**config.mk**
```make
export PLATFORM = sky130hd
export DESIGN_NAME = trig_router_flat
export DESIGN_NICKNAME = d
export VERILOG_FILES = /design/src/rtl/trig_router_if.sv /design/src/rtl/trig_router.sv /design/src/flat_wrapper.sv
export SDC_FILE = /design/constraint.sdc
export NUM_CORES = 1
export LEC_CHECK = 0
export ABC_CLOCK_PERIOD_IN_PS = 3650
export CORE_UTILIZATION = 54
export DETAILED_ROUTE_END_ITERATION = 8
export PLACE_DENSITY = 0.85
export SETUP_SLACK_MARGIN = 0.05
export SLEW_MARGIN = 20
export SYNTH_ARGS = -nofsm -noshare
export SYNTH_HDL_FRONTEND = slang
export SYNTH_SLANG_ARGS = --single-unit
```
**constraint.sdc**
```tcl
create_clock -name ext_clock -period 3.65 [get_ports ext_clock]
set_input_delay 0.365 -clock ext_clock [delete_from_list [all_inputs] [get_ports ext_clock]]
set_output_delay 0.365 -clock ext_clock [all_outputs]
set_load 0.005 [all_outputs]
```
**src/rtl/trig_router_if.sv**
```systemverilog
`timescale 1ns/1ps
// Bus bundle for trig_router: trigger sources, configuration inputs and status outputs.
// The router side uses the slave modport; whoever drives configuration uses master.
interface trig_router_if #(
  parameter int pSOURCES     = 4,
  parameter int pSEL_WIDTH   = 2,
  parameter int pDELAY_WIDTH = 16,
  parameter int pWIDTH_WIDTH = 16,
  parameter int pCNT_WIDTH   = 16
);
  logic [pSOURCES-1:0]     I_sources;
  logic [pSEL_WIDTH-1:0]   I_src_sel;
  logic                    I_invert;
  logic [pDELAY_WIDTH-1:0] I_delay;
  logic [pWIDTH_WIDTH-1:0] I_pulse_width;
  logic [pDELAY_WIDTH-1:0] I_holdoff;
  logic                    I_arm;
  logic                    I_continuous;
  logic                    O_trig_out;
  logic                    O_trig_out_dbg;
  logic                    O_armed;
  logic                    O_busy;
  logic                    O_led_alive;
  logic [pCNT_WIDTH-1:0]   O_trig_count;
  logic [pCNT_WIDTH-1:0]   O_missed_count;

  modport master (
    output I_sources, I_src_sel, I_invert, I_delay, I_pulse_width, I_holdoff,
           I_arm, I_continuous,
    input  O_trig_out, O_trig_out_dbg, O_armed, O_busy, O_led_alive,
           O_trig_count, O_missed_count
  );

  modport slave (
    input  I_sources, I_src_sel, I_invert, I_delay, I_pulse_width, I_holdoff,
           I_arm, I_continuous,
    output O_trig_out, O_trig_out_dbg, O_armed, O_busy, O_led_alive,
           O_trig_count, O_missed_count
  );
endinterface

```
**src/rtl/trig_router.sv**
```systemverilog
`timescale 1ns/1ps
// Trigger router: source select, edge detect, delayed programmable pulse, heartbeat and event counters.
// Optional re-arm holdoff state is compiled in with the TRIG_HOLDOFF_EN macro.
module trig_router #(
  parameter int pSOURCES     = 4,
  parameter int pSEL_WIDTH   = 2,
  parameter int pDELAY_WIDTH = 16,
  parameter int pWIDTH_WIDTH = 16,
  parameter int pLED_WIDTH   = 23,
  parameter int pCNT_WIDTH   = 16
) (
  input  logic          ext_clock,
  input  logic          resetn,
  trig_router_if.slave  bus
);

  localparam logic [2:0] ST_IDLE  = 3'd0;
  localparam logic [2:0] ST_DELAY = 3'd1;
  localparam logic [2:0] ST_PULSE = 3'd2;
  localparam logic [2:0] ST_LEVEL = 3'd3;
`ifdef TRIG_HOLDOFF_EN
  localparam logic [2:0] ST_HOLD  = 3'd4;
`endif

  localparam logic [pDELAY_WIDTH-1:0] D_ZERO = '0;
  localparam logic [pDELAY_WIDTH-1:0] D_ONE  = pDELAY_WIDTH'(1);
  localparam logic [pWIDTH_WIDTH-1:0] W_ZERO = '0;
  localparam logic [pWIDTH_WIDTH-1:0] W_ONE  = pWIDTH_WIDTH'(1);
  localparam logic [pCNT_WIDTH-1:0]   C_ONE  = pCNT_WIDTH'(1);
  localparam logic [pCNT_WIDTH-1:0]   C_MAX  = '1;
  localparam logic [pLED_WIDTH-1:0]   L_ONE  = pLED_WIDTH'(1);

  function automatic logic [pCNT_WIDTH-1:0] sat_inc(input logic [pCNT_WIDTH-1:0] v,
                                                    input logic en);
    if (en && (v != C_MAX)) begin
      sat_inc = v + C_ONE;
    end else begin
      sat_inc = v;
    end
  endfunction

  logic [2:0]              state_q, state_d;
  logic [pDELAY_WIDTH-1:0] dcnt_q, dcnt_d;
  logic [pWIDTH_WIDTH-1:0] wcnt_q, wcnt_d;
  logic                    src_prev_q;
  logic [pSEL_WIDTH-1:0]   sel_prev_q;
  logic                    inv_prev_q;
  logic                    trig_q, trig_d;
  logic                    trig_dbg_q;
  logic                    armed_q, armed_d;
  logic                    busy_q, busy_d;
  logic [pLED_WIDTH-1:0]   led_q, led_d;
  logic [pCNT_WIDTH-1:0]   trig_cnt_q, trig_cnt_d;
  logic [pCNT_WIDTH-1:0]   miss_cnt_q, miss_cnt_d;
`ifdef TRIG_HOLDOFF_EN
  logic [pDELAY_WIDTH-1:0] hold_q, hold_d;
`else
  logic                    unused_holdoff_s;
`endif

  logic                    sel_src_s;
  logic                    src_s;
  logic                    reselect_s;
  logic                    edge_s;
  logic                    accept_s;
  logic                    missed_s;
  logic                    pulse_end_s;
  logic [2:0]              end_state_s;
  logic [pDELAY_WIDTH-1:0] end_dcnt_s;

  // Source multiplexer; out-of-range select indices never match and yield 0.
  always_comb begin
    sel_src_s = 1'b0;
    for (int i = 0; i < pSOURCES; i++) begin
      sel_src_s = sel_src_s | (bus.I_sources[i] & (bus.I_src_sel == pSEL_WIDTH'(i)));
    end
  end

  assign src_s      = sel_src_s ^ bus.I_invert;
  assign reselect_s = (bus.I_src_sel != sel_prev_q) | (bus.I_invert != inv_prev_q);
  assign edge_s     = src_s & ~src_prev_q & ~reselect_s;
  assign accept_s   = edge_s & armed_q & (state_q == ST_IDLE);
  assign missed_s   = edge_s & armed_q & (state_q != ST_IDLE);

`ifdef TRIG_HOLDOFF_EN
  assign end_state_s = (hold_q != D_ZERO) ? ST_HOLD : ST_IDLE;
  assign end_dcnt_s  = hold_q - D_ONE;
`else
  assign end_state_s      = ST_IDLE;
  assign end_dcnt_s       = dcnt_q;
  assign unused_holdoff_s = ^bus.I_holdoff;
`endif

  // Sequencer: wcnt holds the latched width while delaying, then counts the pulse down.
  always_comb begin
    state_d     = state_q;
    dcnt_d      = dcnt_q;
    wcnt_d      = wcnt_q;
    trig_d      = 1'b0;
    pulse_end_s = 1'b0;
`ifdef TRIG_HOLDOFF_EN
    hold_d      = hold_q;
`endif
    case (state_q)
      ST_IDLE: begin
        if (accept_s) begin
`ifdef TRIG_HOLDOFF_EN
          hold_d = bus.I_holdoff;
`endif
          if (bus.I_pulse_width == W_ZERO) begin
            state_d = ST_LEVEL;
            trig_d  = src_s;
          end else if (bus.I_delay == D_ZERO) begin
            state_d = ST_PULSE;
            trig_d  = 1'b1;
            wcnt_d  = bus.I_pulse_width - W_ONE;
          end else begin
            state_d = ST_DELAY;
            dcnt_d  = bus.I_delay - D_ONE;
            wcnt_d  = bus.I_pulse_width;
          end
        end else begin
          state_d = ST_IDLE;
        end
      end
      ST_DELAY: begin
        if (dcnt_q == D_ZERO) begin
          state_d = ST_PULSE;
          trig_d  = 1'b1;
          wcnt_d  = wcnt_q - W_ONE;
        end else begin
          dcnt_d = dcnt_q - D_ONE;
        end
      end
      ST_PULSE: begin
        if (wcnt_q == W_ZERO) begin
          pulse_end_s = 1'b1;
          state_d     = end_state_s;
          dcnt_d      = end_dcnt_s;
        end else begin
          wcnt_d = wcnt_q - W_ONE;
          trig_d = 1'b1;
        end
      end
      ST_LEVEL: begin
        if (src_s) begin
          trig_d = 1'b1;
        end else begin
          pulse_end_s = 1'b1;
          state_d     = end_state_s;
          dcnt_d      = end_dcnt_s;
        end
      end
`ifdef TRIG_HOLDOFF_EN
      ST_HOLD: begin
        if (dcnt_q == D_ZERO) begin
          state_d = ST_IDLE;
        end else begin
          dcnt_d = dcnt_q - D_ONE;
        end
      end
`endif
      default: begin
        state_d = ST_IDLE;
      end
    endcase
  end

  // Arm strobe takes priority over the one-shot clear at pulse end.
  always_comb begin
    if (bus.I_arm) begin
      armed_d = 1'b1;
    end else if (pulse_end_s && !bus.I_continuous) begin
      armed_d = 1'b0;
    end else begin
      armed_d = armed_q;
    end
  end

  // Heartbeat freezes while the trigger is high so the target stays quiet during capture.
  always_comb begin
    if (trig_q) begin
      led_d = led_q;
    end else begin
      led_d = led_q + L_ONE;
    end
    busy_d     = (state_d != ST_IDLE);
    trig_cnt_d = sat_inc(trig_cnt_q, pulse_end_s);
    miss_cnt_d = sat_inc(miss_cnt_q, missed_s);
  end

  // State and output registers.
  always_ff @(posedge ext_clock or negedge resetn) begin
    if (!resetn) begin
      state_q    <= ST_IDLE;
      dcnt_q     <= '0;
      wcnt_q     <= '0;
      src_prev_q <= 1'b0;
      sel_prev_q <= '0;
      inv_prev_q <= 1'b0;
      trig_q     <= 1'b0;
      trig_dbg_q <= 1'b0;
      armed_q    <= 1'b0;
      busy_q     <= 1'b0;
      led_q      <= '0;
      trig_cnt_q <= '0;
      miss_cnt_q <= '0;
`ifdef TRIG_HOLDOFF_EN
      hold_q     <= '0;
`endif
    end else begin
      state_q    <= state_d;
      dcnt_q     <= dcnt_d;
      wcnt_q     <= wcnt_d;
      src_prev_q <= src_s;
      sel_prev_q <= bus.I_src_sel;
      inv_prev_q <= bus.I_invert;
      trig_q     <= trig_d;
      trig_dbg_q <= trig_d;
      armed_q    <= armed_d;
      busy_q     <= busy_d;
      led_q      <= led_d;
      trig_cnt_q <= trig_cnt_d;
      miss_cnt_q <= miss_cnt_d;
`ifdef TRIG_HOLDOFF_EN
      hold_q     <= hold_d;
`endif
    end
  end

  assign bus.O_trig_out     = trig_q;
  assign bus.O_trig_out_dbg = trig_dbg_q;
  assign bus.O_armed        = armed_q;
  assign bus.O_busy         = busy_q;
  assign bus.O_led_alive    = led_q[pLED_WIDTH-1];
  assign bus.O_trig_count   = trig_cnt_q;
  assign bus.O_missed_count = miss_cnt_q;

endmodule

```
**src/flat_wrapper.sv**
```systemverilog
// flat-port wrapper written by rule: the top's interface ports become plain ports
module trig_router_flat 
#(
  parameter int pSOURCES     = 4,
  parameter int pSEL_WIDTH   = 2,
  parameter int pDELAY_WIDTH = 16,
  parameter int pWIDTH_WIDTH = 16,
  parameter int pLED_WIDTH   = 23,
  parameter int pCNT_WIDTH   = 16
)
  (ext_clock, resetn, bus_I_sources, bus_I_src_sel, bus_I_invert, bus_I_delay, bus_I_pulse_width, bus_I_holdoff, bus_I_arm, bus_I_continuous, bus_O_trig_out, bus_O_trig_out_dbg, bus_O_armed, bus_O_busy, bus_O_led_alive, bus_O_trig_count, bus_O_missed_count);
  trig_router_if #(.pSOURCES(pSOURCES), .pSEL_WIDTH(pSEL_WIDTH), .pDELAY_WIDTH(pDELAY_WIDTH), .pWIDTH_WIDTH(pWIDTH_WIDTH), .pCNT_WIDTH(pCNT_WIDTH)) bus_i ();
  input  logic ext_clock;
  input  logic resetn;
  input wire logic [$bits(bus_i.I_sources)-1:0] bus_I_sources;
  input wire logic [$bits(bus_i.I_src_sel)-1:0] bus_I_src_sel;
  input wire logic [$bits(bus_i.I_invert)-1:0] bus_I_invert;
  input wire logic [$bits(bus_i.I_delay)-1:0] bus_I_delay;
  input wire logic [$bits(bus_i.I_pulse_width)-1:0] bus_I_pulse_width;
  input wire logic [$bits(bus_i.I_holdoff)-1:0] bus_I_holdoff;
  input wire logic [$bits(bus_i.I_arm)-1:0] bus_I_arm;
  input wire logic [$bits(bus_i.I_continuous)-1:0] bus_I_continuous;
  output wire logic [$bits(bus_i.O_trig_out)-1:0] bus_O_trig_out;
  output wire logic [$bits(bus_i.O_trig_out_dbg)-1:0] bus_O_trig_out_dbg;
  output wire logic [$bits(bus_i.O_armed)-1:0] bus_O_armed;
  output wire logic [$bits(bus_i.O_busy)-1:0] bus_O_busy;
  output wire logic [$bits(bus_i.O_led_alive)-1:0] bus_O_led_alive;
  output wire logic [$bits(bus_i.O_trig_count)-1:0] bus_O_trig_count;
  output wire logic [$bits(bus_i.O_missed_count)-1:0] bus_O_missed_count;
  assign bus_i.I_sources = bus_I_sources;
  assign bus_i.I_src_sel = bus_I_src_sel;
  assign bus_i.I_invert = bus_I_invert;
  assign bus_i.I_delay = bus_I_delay;
  assign bus_i.I_pulse_width = bus_I_pulse_width;
  assign bus_i.I_holdoff = bus_I_holdoff;
  assign bus_i.I_arm = bus_I_arm;
  assign bus_i.I_continuous = bus_I_continuous;
  assign bus_O_trig_out = bus_i.O_trig_out;
  assign bus_O_trig_out_dbg = bus_i.O_trig_out_dbg;
  assign bus_O_armed = bus_i.O_armed;
  assign bus_O_busy = bus_i.O_busy;
  assign bus_O_led_alive = bus_i.O_led_alive;
  assign bus_O_trig_count = bus_i.O_trig_count;
  assign bus_O_missed_count = bus_i.O_missed_count;
  trig_router #(.pSOURCES(pSOURCES), .pSEL_WIDTH(pSEL_WIDTH), .pDELAY_WIDTH(pDELAY_WIDTH), .pWIDTH_WIDTH(pWIDTH_WIDTH), .pLED_WIDTH(pLED_WIDTH), .pCNT_WIDTH(pCNT_WIDTH)) u_core (.ext_clock(ext_clock), .resetn(resetn), .bus(bus_i));
endmodule
```
# --- After elaboration in Yosys (flattened, before gate mapping) ---
# Index checks and enable logic that the tools add are counted.
op_classes:
  div: 0
  multipliers: 0
  shift: 0
  n_mux: 30
  addsub: 7
  n_reduce_logical: 17
  magnitude_cmp: 0
  eq_ne: 16
  n_bitwise: 16
ops:
  columns: ["operator", "count"]
  rows:
  - ["$mux W16", 9]
  - ["$logic_not A16 Y1", 4]
  - ["$sub A16 B1 Y16 const B", 4]
  - ["$pmux W16 S3", 1]
  - ["$add A16 B1 Y16 const B", 2]
  - ["$ne A16 B16 Y1 const B", 2]
  - ["$pmux W16 S2", 1]
  - ["$add A23 B1 Y23 const B", 1]
  - ["$mux W3", 5]
  - ["$pmux W3 S4", 1]
  - ["$mux W1", 10]
  - ["$reduce_and A5 Y1", 2]
  - ["$and A1 B1 Y1", 9]
  - ["$reduce_bool A3 Y1", 3]
  - ["$ne A2 B2 Y1 const B", 4]
  - ["$eq A3 B2 Y1 const B", 2]
  - ["$eq A2 B2 Y1 const B", 2]
  - ["$ne A2 B1 Y1 const B", 2]
  - ["$or A1 B1 Y1", 4]
  - ["$pmux W1 S4", 1]
  - ["$reduce_bool A2 Y1", 2]
  - ["$eq A3 B1 Y1 const B", 1]
  - ["$logic_and A1 B1 Y1", 3]
  - ["$logic_not A3 Y1", 1]
  - ["9 further kinds", 10]
word_totals:
  mem_count: 0
  latchBits: 0
  wordCells: 98
  ram_bits: 0
  output_inout_bits: 37
  romBits: 0
  reg_bits: 97

# --- Depth between registers and ports, before layout ---
logic_depth:
  ltp_word: 13
  ltp_mapped: 12

# --- Worst setup path after synthesis ---
# No wires, ideal clock.
synth_path:
  kind: "register to register"
  from: "register u_core.state_q[2]"
  to: "register u_core.dcnt_q[14]"
  setup_ps: 127
  arrival_time_ps: 2678
  t_required_ps: 3523
  slack_ps: 845
  path_stages_with_launch: 12
  cell_sequence: "dfrtp_1 -> or3b_1 -> buf_6 -> clkbuf_1 -> clkbuf_1 -> a21oi_1 -> ha_1 -> inv_1 -> a221oi_4 -> mux2_1 -> a21oi_1 -> a21oi_2"
synth_via:
  elab_chain_len: 4
  elab_cells_between_ends: 10
  classes_between: "eq/ne: 5; mux: 1; bitwise: 1; reduce/logical: 3"
synth_lines:
  columns: ["item", "line_no", "text"]
  rows:
  - ["from (decl)", "trig_router.sv:42", "logic [2:0] state_q, state_d;"]
  - ["from (signal assigned)", "trig_router.sv:212", "state_q <= state_d;"]
  - ["$logic_not A3 Y1", "trig_router.sv:82, trig_router.sv:104", null]
  - ["$and A1 B1 Y1", "trig_router.sv:82", "assign accept_s = edge_s & armed_q & (state_q == ST_IDLE);"]
  - ["$ne A2 B1 Y1 (no source line)", null, null]
  - ["$reduce_and A5 Y1 (no source line)", null, null]
  - ["to (signal assigned)", "trig_router.sv:213", "dcnt_q <= dcnt_d;"]
  - ["to (decl)", "trig_router.sv:43", "logic [pDELAY_WIDTH-1:0] dcnt_q, dcnt_d;"]
# Parallel ways exist; a longest one is shown, timed or not.
# A chain may end at the register's enable or synchronous reset.

# --- Worst setup path after layout ---
layout_path:
  from: "input port bus_I_src_sel[0]"
  to: "register u_core.wcnt_q[10]"
layout_via:
  elab_chain_len: 12
  elab_cells_between_ends: 21
  classes_between: "eq/ne: 5; bitwise: 14; reduce/logical: 2"
layout_lines:
  columns: ["item", "line_no", "text"]
  rows:
  - ["from (decl)", "flat_wrapper.sv:16", "input wire logic [$bits(bus_i.I_src_sel)-1:0] bus_I_src_sel;"]
  - ["$eq A2 B1 Y1 or $logic_not A2 Y1 (tied branches)", "trig_router.sv:75", "sel_src_s = sel_src_s | (bus.I_sources[i] & (bus.I_src_sel == pSEL_WIDTH'(i)));"]
  - ["$and A1 B1 Y1", "trig_router.sv:75", null]
  - ["$or A1 B1 Y1 (3 in series)", "trig_router.sv:75", null]
  - ["$xor A1 B1 Y1", "trig_router.sv:79", "assign src_s = sel_src_s ^ bus.I_invert;"]
  - ["$and A1 B1 Y1", "trig_router.sv:81", "assign edge_s = src_s & ~src_prev_q & ~reselect_s;"]
  - ["$and A1 B1 Y1 (*)", "trig_router.sv:81", null]
  - ["$and A1 B1 Y1 (*) (2 in series)", "trig_router.sv:82", null]
  - ["$ne A2 B1 Y1 (no source line) (*)", null, null]
  - ["$reduce_and A5 Y1 (no source line) (*)", null, null]
  - ["to (signal assigned)", "trig_router.sv:214", "wcnt_q <= wcnt_d;"]
  - ["to (decl)", "trig_router.sv:44", "logic [pWIDTH_WIDTH-1:0] wcnt_q, wcnt_d;"]
# Every way passes the cells marked *; elsewhere a longest branch is shown, timed or not.

==> results.cfg <==
[run_status]
status = completed

[cts]
cts_resized = 0
post_cts_buffers = 0
cts_tree = built
cts-root-buf = clkbuf_8
cts_buffer_depth = 2
numCtsBuffers = 9
htree_levels = 3
clock_latency_ns = 0.37
clk_pin_slew_worst_paths_ns = 0.10
clock-sinks = 97
postCtsHoldBufs = 1

[setup_path]
cpMaxStageDelayCell = mux4_1
r2r_slack_ns = 0.80
endpoint_kind = register
path_max_fanout = 18
r2r_start = u_core.state_q[2]$_DFF_PN0_
cp_cell_sequence = clkdlybuf4s50_1, mux4_1, xnor2_2, nor3_1, o2111ai_2, o21ai_0, o21ai_0
path_buf_inv = 1
startpoint = bus_I_src_sel[0]
worstReg2RegEnd = u_core.dcnt_q[14]$_DFFE_PN0P_
crit_type = input port to register
path_depth = 7
cp-start-kind = input port
crit_arrival_ns = 3.10
crit_end = u_core.wcnt_q[10]$_DFFE_PN0P_
required_ns = 3.88
critical_path.top_delay_family = compound AO/OA/AOI/OAI gates
r2r.worst_path.cells = 8
crit_top_cell = o21ai_0
slowest_delay_ns = 0.62

[finish]
num-nets-final = 779
fillCellCount = 830
final_layout_size_suffix_gt1_share_pct = 8.21
antenna_cells = 0
area_growth_pct = 19.6
final_core_util_pct = 67.5

[drt]
routed_wl_mm = 13.7
dr.pass1.iters = 5
num_vias = 5222
ant_nets = 0
drc_errors = 0
wl_per_cell_um = 16.1
via_per_inst = 6.11
drt_iter0_markers = 354

[synth]
yosysUniqueCellTypes = 72
ys_warn_count = 0
ys.flop_type = dfrtp_1
synthesis.nets = 697
synth_xor_area_share_pct = 11.3
synth_top_family_by_area = simple AND/OR/NAND/NOR gates
synth_compound_gate_area_share_pct = 13.7
synthAdderAreaFrac_pct = 1.28
synth-edff-count = 0
ys_ff_latch = 97
synth_area_per_cell_um2 = 9.30
async_reset_ff_share_pct = 100
synth.top_cell.area_share_pct = 41.3
synth_top_cell_by_area = dfrtp_1
synthSimpleGateAreaFrac_pct = 26.3
synthMuxAreaShare_pct = 3.17
ys_top_cells_by_area = dfrtp_1 (41%), xnor2_1 (6.3%), xor2_1 (4.8%), nand2_1 (3.9%), a21oi_1 (3.6%)
synth_area_mm2 = 0.00588
synthCells = 632
yosysSeqAreaShare_pct = 41.3

[global_route]
antenna_found_initial = 0
grt_usage_pct = 25.4
grt_pass1_wl_mm = 23.3
grt_pass1_vias = 4971
grt_max_degree = 43
overflow = 0

[power_and_ir_drop]
p_sw_share_pct = 33.6
combPwrFrac_pct = 20.8
ir_drop_mv = 0.280
seqPwrFrac_pct = 53.3
leakagePower_nw = 2.89
p_switching_mw = 0.913
intPower_mw = 1.81
p_clk_share_pct = 25.9
powerDensity_mw_per_mm2 = 387

[sta]
fin_crit_sh_pct = 78.5
fin_skew_ns = 0.0127
setup_tns_ns = 0
rsz0062_at_grt = no
tightest_slew_ns = 0.717
whs_ns = 0.482
min_period_ns = 2.87
drv_slew = 0
setup-violations-final = 0
fmax_mhz = 349
relSlewSlack_pct = 51.8
hold_viol = 0

[die]
start_util_pct = 56.4
io_pins = 96
row_count = 37
die_h_um = 106
die_w_um = 106
core-area_mm2 = 0.0104
dieArea_mm2 = 0.0113

[worst_hold_path]
holdCritPathClass = input port to asynchronous set/reset pin

[placed_design]
gp_congestion = 0.905
dp_hpwl_mm = 10.2
port_buffers = 79

[run]
drv_cap = 0
layer usage:
metal / track usage [%] / vias up / share of wire, %
met3: 4.60 / 23 / 5.6
met4: 7.04 / 0 / 1.3
met1: 33.8 / 2534 / 44
li1: - / 2477 / -
met5: 0 / - / 0
met2: 42.5 / 188 / 49
cell type report:
cell class	instances	area (um^2)	area share, %
clock buffers	10	138	1.96
flip-flops and latches	97	2430	34.5
clock inverters	6	56.3	0.801
multi-input cells	497	3290	46.7
well taps	136	170	2.42
inverters	17	63.8	0.908
repair buffers	92	888	12.6
stage by stage:
step	power [mW]	std cells	area, um^2	worst slack, ns
2_1_floorplan	1.79	632	5880	0.845
3_3_place_gp	1.98	838	6830	0.520
3_5_place_dp	2.03	838	6830	0.391
4_1_cts	2.72	855	7030	0.761
5_1_grt	2.87	855	7030	0.575
6_report	2.72	855	7030	0.784
synthesized netlist by cell type (2+ instances only):
cell / number
mux2_2: 6
o31ai_1: 9
xnor2_1: 42
a22o_1: 2
nand2_1: 61
buf_2: 3
and4b_1: 2
or2_2: 3
nand2b_1: 9
inv_1: 17
nor4_2: 4
nor4_1: 14
nand4b_1: 3
nand3b_1: 2
and4_1: 5
dfrtp_1: 97
a21oi_1: 42
or3_1: 5
buf_6: 2
a21o_1: 2
nor3_1: 42
clkbuf_1: 13
ha_1: 6
a22oi_1: 2
or4_4: 2
or3_4: 2
xor2_1: 32
o211ai_1: 5
nor2b_1: 4
nor3b_1: 6
o21ai_0: 34
o22ai_1: 3
a2bb2oi_1: 2
and3_1: 11
buf_4: 2
mux2i_1: 7
or4_1: 7
mux2_1: 2
nand4_1: 19
nand3_1: 29
nor2_1: 35
a31oi_1: 7
logic make-up (layout without fill, tap and decap cells):
group	after synthesis	count (layout)
flip-flops	97	97
adder cells (fa/ha/maj)	6	6
AND/OR/NAND/NOR	275	275
other	1	1
AO/OA/AOI/OAI	124	124
XOR/XNOR	75	75
multiplexers	16	16
buffers and inverters	38	125
registers in the layout, summed over array words and instances (netlist names):
register / count
u_core.bus.O_armed: 1
u_core.bus.O_busy: 1
u_core.bus.O_missed_count: 16
u_core.bus.O_trig_count: 16
u_core.bus.O_trig_out: 1
u_core.dcnt_q: 16
u_core.inv_prev_q: 1
u_core.led_q: 23
u_core.sel_prev_q: 2
u_core.src_prev_q: 1
u_core.state_q: 3
u_core.wcnt_q: 16
layout by cell type (no fill, tap or decap), types with 3 or more instances in the layout:
cell type and count:
nor2_1 35, or3_1 5, o21ai_0 34, nand4b_1 3, nand2_1 61, mux2_2 6, o211ai_1 5, o31ai_1 9
mux2i_1 7, nor4_1 14, clkdlybuf4s50_1 78, and3_1 11, a21oi_1 42, a31oi_1 7, nand3_1 29, or4_1 7
nor4_2 4, dfrtp_1 97, nor2b_1 4, nand4_1 19, nand2b_1 9, xnor2_1 42, buf_4 13, xor2_1 32
nor3_1 42, nor3b_1 6, and4_1 5, inv_1 17, ha_1 6, o22ai_1 3, clkbuf_8 10, or2_2 3
how the worst min path moves through the flow:
| stage | to | cells after the start | slack, ns |
|---|---|---|---|
| floorplan | u_core.bus.O_armed$_DFFE_PN0P_ | 0 | 0.07 |
| global placement | u_core.bus.O_missed_count[8]$_DFFE_PN0P_ | 1 | 0.34 |
| detailed placement | u_core.bus.O_missed_count[8]$_DFFE_PN0P_ | 1 | 0.33 |
| CTS | u_core.led_q[20]$_DFFE_PN0N_ | 1 | 0.48 |
| global route | u_core.led_q[20]$_DFFE_PN0N_ | 1 | 0.50 |
| finish | u_core.bus.O_missed_count[8]$_DFFE_PN0P_ | 2 | 0.48 |
worst register-to-register path, delay by kind of cell (launching register included):
family                   cells  cell delay, ns
multiplexers                 2            0.62
AND/OR/NAND/NOR              1            0.59
buffers and inverters        1            0.23
flip-flops                   1            0.47
adder cells (fa/ha/maj)      1            0.34
AO/OA/AOI/OAI                3            0.49
power groups by stage:
stage               combinational [mW]  clock, mW  sequential (mW)
finish                           0.565      0.705             1.45
global route                     0.640      0.754             1.47
CTS                              0.567      0.710             1.44
detailed placement               0.565          0             1.46
global placement                 0.534          0             1.45
floorplan                        0.372          0             1.41
(Power assumes the default switching activity.)
